==> src/rtl/urv_decode_mc_pkg.sv <==
// uRV decode shared definitions: opcodes, ALU functions, branch codes,
// rd sources, bubble FSM states and the immediate decoder.
package urv_decode_mc_pkg;

    localparam logic [4:0] OPC_LOAD   = 5'b00000;
    localparam logic [4:0] OPC_FENCE  = 5'b00011;
    localparam logic [4:0] OPC_OP_IMM = 5'b00100;
    localparam logic [4:0] OPC_AUIPC  = 5'b00101;
    localparam logic [4:0] OPC_STORE  = 5'b01000;
    localparam logic [4:0] OPC_OP     = 5'b01100;
    localparam logic [4:0] OPC_LUI    = 5'b01101;
    localparam logic [4:0] OPC_BRANCH = 5'b11000;
    localparam logic [4:0] OPC_JALR   = 5'b11001;
    localparam logic [4:0] OPC_JAL    = 5'b11011;
    localparam logic [4:0] OPC_SYSTEM = 5'b11100;

    localparam logic [2:0] FUNC_ADD  = 3'b000;
    localparam logic [2:0] FUNC_SL   = 3'b001;
    localparam logic [2:0] FUNC_SLT  = 3'b010;
    localparam logic [2:0] FUNC_SLTU = 3'b011;
    localparam logic [2:0] FUNC_XOR  = 3'b100;
    localparam logic [2:0] FUNC_SR   = 3'b101;
    localparam logic [2:0] FUNC_OR   = 3'b110;
    localparam logic [2:0] FUNC_AND  = 3'b111;

    localparam logic [2:0] BRA_EQ  = 3'b000;
    localparam logic [2:0] BRA_NEQ = 3'b001;
    localparam logic [2:0] BRA_LT  = 3'b100;
    localparam logic [2:0] BRA_GE  = 3'b101;
    localparam logic [2:0] BRA_LTU = 3'b110;
    localparam logic [2:0] BRA_GEU = 3'b111;

    localparam logic [2:0] RD_SOURCE_ALU      = 3'd0;
    localparam logic [2:0] RD_SOURCE_SHIFTER  = 3'd1;
    localparam logic [2:0] RD_SOURCE_MULTIPLY = 3'd2;
    localparam logic [2:0] RD_SOURCE_DIVIDE   = 3'd3;
    localparam logic [2:0] RD_SOURCE_CSR      = 3'd4;

    typedef enum logic {
        ST_IDLE,
        ST_BUBBLE
    } bub_state_t;

    function automatic logic [31:0] imm_decode(input logic [31:0] ir);
        logic [31:0] imm;
        unique case (ir[6:2])
            OPC_LUI, OPC_AUIPC: imm = {ir[31:12], 12'h000};
            OPC_JAL:    imm = {{12{ir[31]}}, ir[19:12], ir[20], ir[30:21], 1'b0};
            OPC_BRANCH: imm = {{20{ir[31]}}, ir[7], ir[30:25], ir[11:8], 1'b0};
            OPC_STORE:  imm = {{21{ir[31]}}, ir[30:25], ir[11:7]};
            default:    imm = {{21{ir[31]}}, ir[30:20]};
        endcase
        return imm;
    endfunction

endpackage

==> src/rtl/urv_decode_hazard.sv <==
// Operand-use decode, load/mul-use hazard detection and the
// multi-cycle bubble sequencer of the uRV decode stage.
module urv_decode_hazard
    import urv_decode_mc_pkg::*;
#(
    parameter int unsigned g_load_bubbles = 1,
    parameter int unsigned g_mul_bubbles  = 1
) (
    input  logic       clk,
    input  logic       rst,
    input  logic       d_stall,
    input  logic       d_kill,
    input  logic [4:0] opc,
    input  logic [4:0] rs1,
    input  logic [4:0] rs2,
    input  logic       f_valid,
    input  logic       x_valid,
    input  logic [4:0] x_rd,
    input  logic       x_load,
    input  logic       x_mulshift,
    output logic       stall_req,
    output logic       bubble
);

    localparam logic [1:0] LOAD_N = 2'(g_load_bubbles);
    localparam logic [1:0] MUL_N  = 2'(g_mul_bubbles);

    bub_state_t state, state_nxt;
    logic [1:0] cnt, cnt_nxt;
    logic       use_rs1, use_rs2;
    logic       rs_match, hz_base, load_hz, mul_hz;
    logic [1:0] n_sel;

    always_comb begin
        use_rs1 = !(opc == OPC_LUI || opc == OPC_AUIPC || opc == OPC_JAL);
        use_rs2 = (opc == OPC_OP || opc == OPC_STORE || opc == OPC_BRANCH);
    end

    assign rs_match = (use_rs1 && rs1 == x_rd) || (use_rs2 && rs2 == x_rd);
    assign hz_base  = x_valid && f_valid && !d_kill
                   && x_rd != 5'd0 && rs_match;
    assign load_hz  = hz_base && x_load;
    assign mul_hz   = hz_base && x_mulshift;
    assign n_sel    = load_hz ? LOAD_N : MUL_N;

    always_ff @(posedge clk) begin
        if (rst) begin
            state <= ST_IDLE;
            cnt   <= 2'd0;
        end else begin
            state <= state_nxt;
            cnt   <= cnt_nxt;
        end
    end

    // Kill and reset abort a sequence and release the stall at once.
    always_comb begin
        state_nxt = state;
        cnt_nxt   = cnt;
        stall_req = 1'b0;
        bubble    = 1'b0;
        if (rst || d_kill) begin
            state_nxt = ST_IDLE;
            cnt_nxt   = 2'd0;
        end else begin
            unique case (state)
                ST_IDLE: begin
                    if (load_hz || mul_hz) begin
                        stall_req = 1'b1;
                        bubble    = 1'b1;
                        if (!d_stall && n_sel > 2'd1) begin
                            state_nxt = ST_BUBBLE;
                            cnt_nxt   = n_sel - 2'd1;
                        end
                    end
                end
                ST_BUBBLE: begin
                    stall_req = 1'b1;
                    bubble    = 1'b1;
                    if (!d_stall) begin
                        cnt_nxt = cnt - 2'd1;
                        if (cnt == 2'd1) state_nxt = ST_IDLE;
                    end
                end
                default: state_nxt = ST_IDLE;
            endcase
        end
    end

endmodule

==> src/rtl/urv_decode_mc.sv <==
// uRV decode stage: register-file read addresses, instruction decode
// and registered X-stage controls with hazard bubble insertion.
module urv_decode_mc
    import urv_decode_mc_pkg::*;
#(
    parameter int unsigned g_load_bubbles = 1,
    parameter int unsigned g_mul_bubbles  = 1,
    parameter bit          g_with_hw_mulh = 1'b0,
    parameter bit          g_with_hw_div  = 1'b0
) (
    input  logic        clk_i,
    input  logic        rst_i,
    input  logic        d_stall_i,
    input  logic        d_kill_i,
    output logic        d_stall_req_o,
    input  logic [31:0] f_ir_i,
    input  logic [31:0] f_pc_i,
    input  logic        f_valid_i,
    output logic [4:0]  rf_rs1_o,
    output logic [4:0]  rf_rs2_o,
    output logic        x_valid_o,
    output logic [31:0] x_pc_o,
    output logic [4:0]  x_rs1_o,
    output logic [4:0]  x_rs2_o,
    output logic [4:0]  x_rd_o,
    output logic [4:0]  x_opcode_o,
    output logic [2:0]  x_fun_o,
    output logic [31:0] x_imm_o,
    output logic [2:0]  x_rd_source_o,
    output logic        x_rd_write_o,
    output logic        x_is_load_o,
    output logic        x_is_store_o,
    output logic        x_is_mul_o,
    output logic        x_is_div_o,
    output logic        x_is_illegal_o
);

    logic [4:0]  opc, rd;
    logic [2:0]  fun, d_fun, d_src;
    logic        is_m, d_wr_op, d_wr, d_load, d_store, d_mul, d_div, d_ill;
    logic [31:0] d_imm;
    logic        bubble, take, x_mulshift;

    assign opc      = f_ir_i[6:2];
    assign fun      = f_ir_i[14:12];
    assign rd       = f_ir_i[11:7];
    assign is_m     = f_ir_i[31:25] == 7'b0000001;
    assign rf_rs1_o = f_ir_i[19:15];
    assign rf_rs2_o = f_ir_i[24:20];

    always_comb begin
        d_fun   = fun;
        d_src   = RD_SOURCE_ALU;
        d_wr_op = 1'b0;
        d_load  = 1'b0;
        d_store = 1'b0;
        d_mul   = 1'b0;
        d_div   = 1'b0;
        d_ill   = 1'b0;
        d_imm   = imm_decode(f_ir_i);
        if (f_ir_i[1:0] != 2'b11) begin
            d_ill = 1'b1;
        end else begin
            unique case (opc)
                OPC_LUI, OPC_AUIPC, OPC_JAL, OPC_JALR: begin
                    d_fun   = FUNC_ADD;
                    d_wr_op = 1'b1;
                end
                OPC_LOAD: begin
                    d_load  = 1'b1;
                    d_wr_op = 1'b1;
                end
                OPC_STORE: d_store = 1'b1;
                OPC_BRANCH, OPC_FENCE: ;
                OPC_OP_IMM: begin
                    d_wr_op = 1'b1;
                    if (fun == FUNC_SL || fun == FUNC_SR)
                        d_src = RD_SOURCE_SHIFTER;
                end
                OPC_OP: begin
                    d_wr_op = 1'b1;
                    if (is_m) begin
                        // Disabled M-ops stay on the ALU source, flagged illegal.
                        if (fun == 3'b000 || (!fun[2] && g_with_hw_mulh)) begin
                            d_mul = 1'b1;
                            d_src = RD_SOURCE_MULTIPLY;
                        end else if (fun[2] && g_with_hw_div) begin
                            d_div = 1'b1;
                            d_src = RD_SOURCE_DIVIDE;
                        end else begin
                            d_ill = 1'b1;
                        end
                    end else if (fun == FUNC_SL || fun == FUNC_SR) begin
                        d_src = RD_SOURCE_SHIFTER;
                    end
                end
                OPC_SYSTEM: begin
                    d_src   = RD_SOURCE_CSR;
                    d_wr_op = fun != 3'b000;
                end
                default: d_ill = 1'b1;
            endcase
        end
    end

    assign d_wr = d_wr_op && !d_ill && rd != 5'd0;

    assign x_mulshift = x_is_mul_o || x_rd_source_o == RD_SOURCE_SHIFTER;

    urv_decode_hazard #(
        .g_load_bubbles(g_load_bubbles),
        .g_mul_bubbles (g_mul_bubbles)
    ) u_hazard (
        .clk       (clk_i),
        .rst       (rst_i),
        .d_stall   (d_stall_i),
        .d_kill    (d_kill_i),
        .opc       (opc),
        .rs1       (f_ir_i[19:15]),
        .rs2       (f_ir_i[24:20]),
        .f_valid   (f_valid_i),
        .x_valid   (x_valid_o),
        .x_rd      (x_rd_o),
        .x_load    (x_is_load_o),
        .x_mulshift(x_mulshift),
        .stall_req (d_stall_req_o),
        .bubble    (bubble)
    );

    assign take = f_valid_i && !bubble;

    always_ff @(posedge clk_i) begin
        if (rst_i) begin
            x_valid_o      <= 1'b0;
            x_pc_o         <= 32'd0;
            x_rd_write_o   <= 1'b0;
            x_is_load_o    <= 1'b0;
            x_is_store_o   <= 1'b0;
            x_is_mul_o     <= 1'b0;
            x_is_div_o     <= 1'b0;
            x_is_illegal_o <= 1'b0;
        end else if (d_kill_i) begin
            x_valid_o      <= 1'b0;
            x_rd_write_o   <= 1'b0;
            x_is_load_o    <= 1'b0;
            x_is_store_o   <= 1'b0;
            x_is_mul_o     <= 1'b0;
            x_is_div_o     <= 1'b0;
            x_is_illegal_o <= 1'b0;
        end else if (!d_stall_i) begin
            x_valid_o      <= take;
            x_pc_o         <= f_pc_i;
            x_rs1_o        <= f_ir_i[19:15];
            x_rs2_o        <= f_ir_i[24:20];
            x_rd_o         <= rd;
            x_opcode_o     <= opc;
            x_fun_o        <= d_fun;
            x_imm_o        <= d_imm;
            x_rd_source_o  <= d_src;
            x_rd_write_o   <= d_wr && take;
            x_is_load_o    <= d_load && take;
            x_is_store_o   <= d_store && take;
            x_is_mul_o     <= d_mul && take;
            x_is_div_o     <= d_div && take;
            x_is_illegal_o <= d_ill && take;
        end
    end

endmodule

==> config.mk <==
export PLATFORM = sky130hd
export DESIGN_NAME = urv_decode_mc
export DESIGN_NICKNAME = d
export VERILOG_FILES = /design/src/rtl/urv_decode_mc_pkg.sv /design/src/rtl/urv_decode_hazard.sv /design/src/rtl/urv_decode_mc.sv
export SDC_FILE = /design/constraint.sdc
export NUM_CORES = 1
export LEC_CHECK = 0
export CAP_MARGIN = 20
export CORE_MARGIN = 2
export CORE_UTILIZATION = 25
export DETAILED_ROUTE_END_ITERATION = 16
export PLACE_DENSITY = 0.55
export SLEW_MARGIN = 20
export SYNTH_ARGS = -nofsm -noshare
export SYNTH_HDL_FRONTEND = slang
export SYNTH_SLANG_ARGS = --single-unit
==> constraint.sdc <==
create_clock -name clk_i -period 6.6 [get_ports clk_i]
set_clock_uncertainty 0.2 [all_clocks]
set_input_delay 1.32 -clock clk_i [delete_from_list [all_inputs] [get_ports clk_i]]
set_output_delay 1.32 -clock clk_i [all_outputs]
set_load 0.03 [all_outputs]
=== Word level (Yosys, flattened, before mapping) ===
Index checks and enable logic that the tools add are counted.

* Flip-flop bits (word level): 99
* Output and inout bits: 108
* Logic and storage cells: 112

* Eq/ne operators: 19
* Bitwise gates (word level): 4
* Reduce and logical (&&, ||, !) cells: 43
* Muxes and demuxes: 29
* Add/sub/neg operators: 1

{| class="wikitable"
|+ Operators by type and width
! cell !! count
|-
| 31-bit one-hot mux with 4 select lines || 1
|-
| 5-bit == test, second input constant || 4
|-
| 1-bit 2-to-1 mux || 17
|-
| 1-bit logical AND || 16
|-
| 5-bit by 4-bit == test with 1-bit output, second input constant || 3
|-
| 5-bit by 3-bit == test with 1-bit output, second input constant || 2
|-
| 5-bit == test || 2
|-
| 5-bit nonzero test || 2
|-
| 10-bit OR reduction || 1
|-
| 1-bit logical OR || 9
|-
| 3-bit 2-to-1 mux || 3
|-
| 3-bit one-hot mux with 3 select lines || 1
|-
| 1-bit one-hot mux with 2 select lines || 4
|-
| 7-bit by 1-bit == test with 1-bit output, second input constant || 1
|-
| 7-bit OR reduction || 1
|-
| 3-bit by 1-bit == test with 1-bit output, second input constant || 2
|-
| 2-bit 2-to-1 mux || 3
|-
| 2-bit OR reduction || 3
|-
| 5-bit by 2-bit == test with 1-bit output, second input constant || 1
|-
| 5-bit zero test || 1
|-
| 1-bit zero test || 4
|-
| 2-bit != test, second input constant || 2
|-
| 1-bit NOT || 4
|-
| 2-bit AND reduction || 2
|-
| 7 further kinds || 7
|}

=== Longest topological paths before layout ===
Gate-level depths: netlist of the first run.

* Depth in word-level cells: 15
* Gate-level depth with buffers: 7

=== Cells and area by module ===
Synthesis of the first run repeated with hierarchy kept, for this count alone.

* Cell total of the unflattened synthesis: 383
* Area, all modules: 4145.2 um^2

{| class="wikitable"
|+ By module, submodules not included
! module !! sequential area each (um^2) !! area an instance (um^2) !! times used !! cells an instance
|-
| urv_decode_mc || 2502.4 || 3827.4 || 1 || 344
|-
| urv_decode_hazard || 60.1 || 317.8 || 1 || 39
|}

=== Worst setup path before layout of the first run ===
OpenSTA, ideal clock, no wires.

* Kind: input -> register
* Start: in d_stall_i
* End: reg x_fun_o[0] (enable)
* Library setup time: 0.474 ns
* Data required time: 5.926 ns
* Cell stages on the path: 4
* Setup slack: 1.539 ns
* Arrival time: 4.386 ns
* Cells stage by stage: or2_2 -> clkbuf_1 -> clkbuf_1 -> nor2_1

* Cells in the longest elaborated chain, start to end: 2

{| class="wikitable"
|+ Ends and longest elaborated chain
! what !! line !! source
|-
| start, declared || urv_decode_mc.sv:13 || <nowiki>input logic d_stall_i,</nowiki>
|-
| 1-bit NOT (no source line) || -- ||
|-
| 3-bit AND reduction (no source line) || -- ||
|-
| end signal, assigned || urv_decode_mc.sv:157 || <nowiki>x_fun_o <= d_fun;</nowiki>
|-
| end, declared || urv_decode_mc.sv:27 || <nowiki>output logic [2:0] x_fun_o,</nowiki>
|}

No other way between the ends.
A chain may end at the register's enable or synchronous reset.

=== Final worst setup path of the first run ===
* Start: in f_ir_i[6]
* End: out d_stall_req_o

* Cells in the longest elaborated chain, start to end: 12
* Elaborated cells between the ends (all ways): 21
* Those cells by class: 6 x eq/ne; 3 x mux; 12 x reduce/logical

{| class="wikitable"
|+ Ends and longest elaborated chain
! what !! line !! source
|-
| start, declared || urv_decode_mc.sv:16 || <nowiki>input logic [31:0] f_ir_i,</nowiki>
|-
| 5-bit by 4-bit == test with 1-bit output / 5-bit by 3-bit == test with 1-bit output (equally long branches) || urv_decode_hazard.sv:35 || <nowiki>use_rs1 = !(opc == OPC_LUI || opc == OPC_AUIPC || opc == OPC_JAL);</nowiki>
|-
| 1-bit logical OR (2 in series) || urv_decode_hazard.sv:35 ||
|-
| 1-bit zero test || urv_decode_hazard.sv:35 ||
|-
| 1-bit logical AND || urv_decode_hazard.sv:39 || <nowiki>assign rs_match = (use_rs1 && rs1 == x_rd) || (use_rs2 && rs2 == x_rd);</nowiki>
|-
| 1-bit logical OR * || urv_decode_hazard.sv:39 ||
|-
| 1-bit logical AND * || urv_decode_hazard.sv:41 || <nowiki>&& x_rd != 5'd0 && rs_match;</nowiki>
|-
| 1-bit logical AND, on equally long branches || urv_decode_hazard.sv:42, urv_decode_hazard.sv:43 ||
|-
| 1-bit logical OR * || urv_decode_hazard.sv:68 || <nowiki>if (load_hz || mul_hz) begin</nowiki>
|-
| 1-bit 2-to-1 mux * || urv_decode_hazard.sv:68 ||
|-
| 1-bit one-hot mux with 2 select lines * || urv_decode_hazard.sv:66 || <nowiki>unique case (state)</nowiki>
|-
| 1-bit 2-to-1 mux * || urv_decode_hazard.sv:62 || <nowiki>if (rst || d_kill) begin</nowiki>
|-
| end, declared || urv_decode_mc.sv:15 || <nowiki>output logic d_stall_req_o,</nowiki>
|}

Every way passes the cells marked *; elsewhere a longest branch is shown, timed or not.

==> impl_metrics.tcl, run 1 <==
set metrics [dict create \
    coreArea_um2 15900 \
    ant_nets 0 \
    fin_nets 611 \
    path_cells "clkdlybuf4s50_1, and4b_4, o21a_1, or4_4, a2111oi_4, a21o_1, clkdlybuf4s50_1" \
    wl_per_cell_um 15.5 \
    hp-class "register to register" \
    crit_buf_inv 2 \
    period_share 0.889 \
    syn_inst 380 \
    die_area_um2 17300 \
    vias 3395 \
    place_congestion 0.787 \
    htreeDepth 3 \
    setup_tns_ns 0 \
    ys_seq_area_frac 0.632 \
    slew_viol_final 0 \
    clock-sinks 99 \
    cts_hold_buf 0 \
    vias_per_cell 4.46 \
    cp.required_ns 5.08 \
    numCtsBuffers 9 \
    fin_area_um2 6250 \
    cts_resized 0 \
    max_stage_delay_ns 0.74 \
    final_util 0.393 \
    layout-drive-gt1-share 0.0459 \
    clockBufferDepth 2 \
    cts_tree "built" \
    die_w_um 131 \
    layout_common_cells "175 x clkdlybuf4s50_1, 99 x nand2_1, 58 x edfxtp_1, 41 x dfxtp_1, 39 x a21oi_1" \
    cp.depth 7 \
    r2r_cells 6 \
    critPathKind "input port to primary output" \
    cpMostUsedCell "clkdlybuf4s50_1" \
    syn-cell-area_um2 4060 \
    synth_edf_count 58 \
    rows 46 \
    synth_async_sr_flop_share 0 \
    mostFrequentLayoutCell "clkdlybuf4s50_1" \
    start_util 0.255 \
    grt_overflow 0 \
    synth_warnings 0 \
    rsz0062_at_grt "no" \
    synth_cell_types 47 \
    drtPass1Iterations 4 \
    grt_pass1_vias 3457 \
    final-setup-viol-count 0 \
    grt_first_pass_wirelength_um 19000 \
    start_kind "input port" \
    drtIter0Drc 160 \
    drv_cap 0 \
    holdWs_ns 0.252 \
    syn_nets 450 \
    antenna_found_initial 1 \
    synth_ff_type "edfxtp_1" \
    vdd.ir_drop.worst_mv 0.108 \
    track_usage 0.140 \
    io_pins 177 \
    cp_top_family "buffers and inverters" \
    max_slew_margin 0.535 \
    total_power_mw 1.41 \
    grt_start_max_net_pins 38 \
    area_delta_synth_final_pct 54.1 \
    power_density_nw_per_um2 226 \
    wirelength_um 11800 \
    antenna_cells 0 \
    whs_path_depth 2 \
    synth_top_family_by_area "simple AND/OR/NAND/NOR gates" \
    fmax_ghz 0.171 \
    numPortBuffers 175 \
    synth_fa_ha_area_frac 0.00309 \
    synth-simple-area-share 0.183 \
    synthXorXnorAreaFrac 0.0238 \
    worst_pin_slew_ns 0.695 \
    post-route-drc-count 0 \
    post_cts_buffers 0 \
    p_leak_nw 2.17 \
    cts.clk_slew.worst_paths_ns 0.06 \
    die_h_um 131 \
    worst_ep_arrival_time_ns 4.34 \
    synthMuxAreaShare 0 \
    dpl.hpwl_um 8710 \
    synth_compound_area_frac 0.112 \
    status "finished clean" \
    crit_path_end_kind "primary output" \
    period_minus_slack_ns 5.86 \
    worstPathMaxFanout 14 \
    hold_viol 0 \
    cp_slowest_cell "clkdlybuf4s50_1" \
    cts_root_buf "clkbuf_16" \
    syn_avg_cell_area_um2 10.7 \
    dpl-instance-area_um2 5960 \
    clock_latency_ns 0.35 \
    synth-seq-cells 99 \
]
## cell type report
class                   instances  area, µm²
well taps                     216        270
clock buffers                   9        225
multi-input cells             245       1320
repair buffers                181       1820
flip-flops and latches         99       2560
fillers                      1587       9640
inverters                       5       18.8
clock inverters                 6       32.5
## report_power, final
group / switching, mW / internal (mW)
clock network: 0.228 / 0.250
logic: 0.132 / 0.106
registers: 0.0114 / 0.683
## flip-flops by register name, summed over array words and instances (netlist names)
name	cells
x_rd_source_o	3
x_opcode_o	5
x_is_illegal_o	1
u_hazard.cnt	2
x_is_load_o	1
x_rs2_o	5
x_is_store_o	1
x_rd_write_o	1
u_hazard.state	1
x_imm_o	32
x_valid_o	1
x_pc_o	32
x_fun_o	3
x_rd_o	5
x_is_mul_o	1
x_rs1_o	5
## cells by family after synthesis
logic type      Yosys count
simple gates            160
flops                    99
compound gates           72
buf+inv                  36
xor+xnor                 11
fa+ha+maj                 1
other cells               1
## layer usage
layer  global-route usage  part of all wire
met1                0.177              0.44
met4               0.0513             0.021
met3               0.0637              0.10
met5                    0                 0
met2                0.210              0.44
## synth_stat cells (2+ instances only)
master	number	area (µm²)
buf_4	11	82.6
nor3_1	6	30.0
o21ai_0	3	15.0
clkbuf_1	17	63.8
a21oi_1	39	195
or4_1	3	22.5
nor2b_1	11	68.8
nand3_1	4	20.0
xnor2_1	9	78.8
nand4_1	3	18.8
nand2b_1	3	18.8
o21ai_1	5	25.0
nand2_1	99	372
a22o_1	4	35.0
nor2_1	14	52.6
dfxtp_1	41	821
edfxtp_1	58	1740
nor4b_1	3	26.3
a211o_1	2	17.5
a31oi_1	2	12.5
inv_1	5	18.8
and3_1	2	12.5
nor3b_1	2	15.0
a21o_1	9	67.6
and2_1	2	12.5
xor2_1	2	17.5
## path summary, 6_finish.rpt
kind / start / end / slack, ns
worst max-delay path: f_ir_i[6] / d_stall_req_o / 0.74
worst min-delay path: x_pc_o[27] / x_pc_o[27] / 0.25
worst max register to register: x_rd_o[4] / x_is_mul_o / 4.26
worst min register to register: x_pc_o[27] / x_pc_o[27] / 0.25
## stage by stage
step / setup slack (ns) / std cells
after floorplan: 1.54 / 380
after global placement: 0.826 / 745
after detailed placement: 0.789 / 745
after CTS: 0.780 / 760
after global routing: 0.631 / 761
final: 0.736 / 761
## worst register-to-register path: stages (launching register included)
cell and delay (ns):
edfxtp_1 0.47, xnor2_1 0.19, nand3_1 0.13, or4_4 0.55, a2111oi_4 0.40, buf_4 0.21
o21ai_1 0.08
No activity file was read; power rests on OpenSTA's default activity.
==> run 2, diff against run 1 <==
RECOVER_POWER = 25   (was not set)
==> impl_metrics.tcl, run 2 (synthesized netlist as in run 1, its figures left out) <==
set metrics [dict create \
    mostFrequentLayoutCell "clkdlybuf4s50_1" \
    hp-class "register to register" \
    numCtsBuffers 9 \
    ant_nets 0 \
    cts_root_buf "clkbuf_16" \
    r2r_slack_ns 4.26 \
    hold_viol 0 \
    worstPathMaxFanout 13 \
    holdWs_ns 0.252 \
    post-route-drc-count 0 \
    max_slew_margin -0.316 \
    cts_tree "built" \
    topRoutingLayerUsed "met5" \
    worst_ep_arrival_time_ns 4.37 \
    final-setup-viol-count 0 \
    cts_resized 0 \
    met3RoutedLength_um 1220 \
    status "finished with violations" \
    io_pins 177 \
    place_ws_ns 0.789 \
    reg.largest.list "x_imm_o (32), x_pc_o (32)" \
    die_w_um 131 \
    start_kind "input port" \
    wl_per_cell_um 15.4 \
    violations "max-capacitance violations, max-slew violations" \
    cp.required_ns 5.08 \
    setup_tns_ns 0 \
    vdd.ir_drop.worst_mv 0.108 \
    drv_cap 1 \
    period_share 0.893 \
    period_minus_slack_ns 5.89 \
    dp.cells 745 \
    fin_area_um2 6240 \
    power_density_nw_per_um2 225 \
    total_power_mw 1.41 \
    htreeDepth 3 \
    clock-sinks 99 \
    drtPass1Iterations 4 \
    r2r_cells 6 \
    cts.clk_slew.worst_paths_ns 0.06 \
    drt-met1-wl_um 5080 \
    layout-drive-gt1-share 0.0422 \
    worst_pin_slew_ns 1.97 \
    place_congestion 0.787 \
    die_area_um2 17300 \
    numPortBuffers 175 \
    wl_met2_um 5180 \
    die_h_um 131 \
    p_leak_nw 2.17 \
    clock_latency_ns 0.35 \
    rsz0062_at_grt "no" \
    fin_cells 761 \
    final_util 0.393 \
    grt_overflow 0 \
    fin_nets 611 \
    area_delta_synth_final_pct 54.0 \
    critPathKind "input port to primary output" \
    cts_hold_buf 0 \
    vias_per_cell 4.48 \
    grt_pass1_vias 3457 \
    clockBufferDepth 2 \
    post_cts_buffers 0 \
    antenna_cells 0 \
    vias 3408 \
    grt_first_pass_wirelength_um 19000 \
    track_usage 0.140 \
    layout_common_cells "143 x clkdlybuf4s50_1, 99 x nand2_1, 58 x edfxtp_1, 41 x dfxtp_1, 39 x a21oi_1" \
    grt_start_max_net_pins 38 \
    wirelength_um 11700 \
    drtIter0Drc 174 \
    crit_path_end_kind "primary output" \
    antenna_found_initial 1 \
    rows 46 \
    fin_ws_ns 0.705 \
    dpl.hpwl_um 8710 \
    slew_viol_final 34 \
    start_util 0.255 \
    fmax_ghz 0.170 \
    coreArea_um2 15900 \
    whs_path_depth 2 \
    dpl-instance-area_um2 5960 \
]
-- run 2: changes by cell type in the layout (fill, tap and decap cells not counted) --
| cell | before | now |
|---|---|---|
| or2_0 | 0 | 1 |
| and2_1 | 2 | 1 |
| buf_4 | 5 | 4 |
| dlygate4sd3_1 | 0 | 32 |
| or2_2 | 1 | 0 |
| clkdlybuf4s50_1 | 175 | 143 |
| and2_0 | 0 | 1 |
| clkbuf_1 | 0 | 1 |
-- run 2: path summary, 6_finish.rpt --
path	startpoint	endpoint
hold reg to reg	x_pc_o[27]	x_pc_o[27]
setup reg to reg	x_rd_o[4]	x_is_mul_o
hold / removal	x_pc_o[27]	x_pc_o[27]
setup / recovery	f_ir_i[4]	d_stall_req_o
-- run 2: report_power, final --
part           switching, mW  internal [mW]  total (mW)
combinational          0.131          0.102       0.234
clock                  0.227          0.250       0.477
sequential            0.0112          0.683       0.694
total                  0.370           1.04        1.41
-- run 2: area by class of cell --
class                      count  area, µm²
clock buffer                   9        225
fill                        1589       9640
multi-input combinational    245       1320
tap                          216        270
timing repair buffer         181       1810
sequential                    99       2560
inverter                       5       18.8
clock inverter                 6       32.5
-- run 2: routing by layer --
layer / track usage / vias up
met5: 0 / -
met4: 0.0513 / 2
met3: 0.0637 / 22
met2: 0.210 / 169
met1: 0.177 / 1581
li1: - / 1634
-- run 2: worst max-delay path: stages --
cell	delay [ns]
dlygate4sd3_1	0.75
and4b_4	0.26
o21a_1	0.22
or4_4	0.56
a2111oi_4	0.40
a21o_1	0.12
clkdlybuf4s50_1	0.73
==> run 3, diff against run 2 <==
ABC_CLOCK_PERIOD_IN_PS = 6600   (was not set)
==> results of run 3 <==
The final DEF is identical to that of run 2; final timing and power are the same.
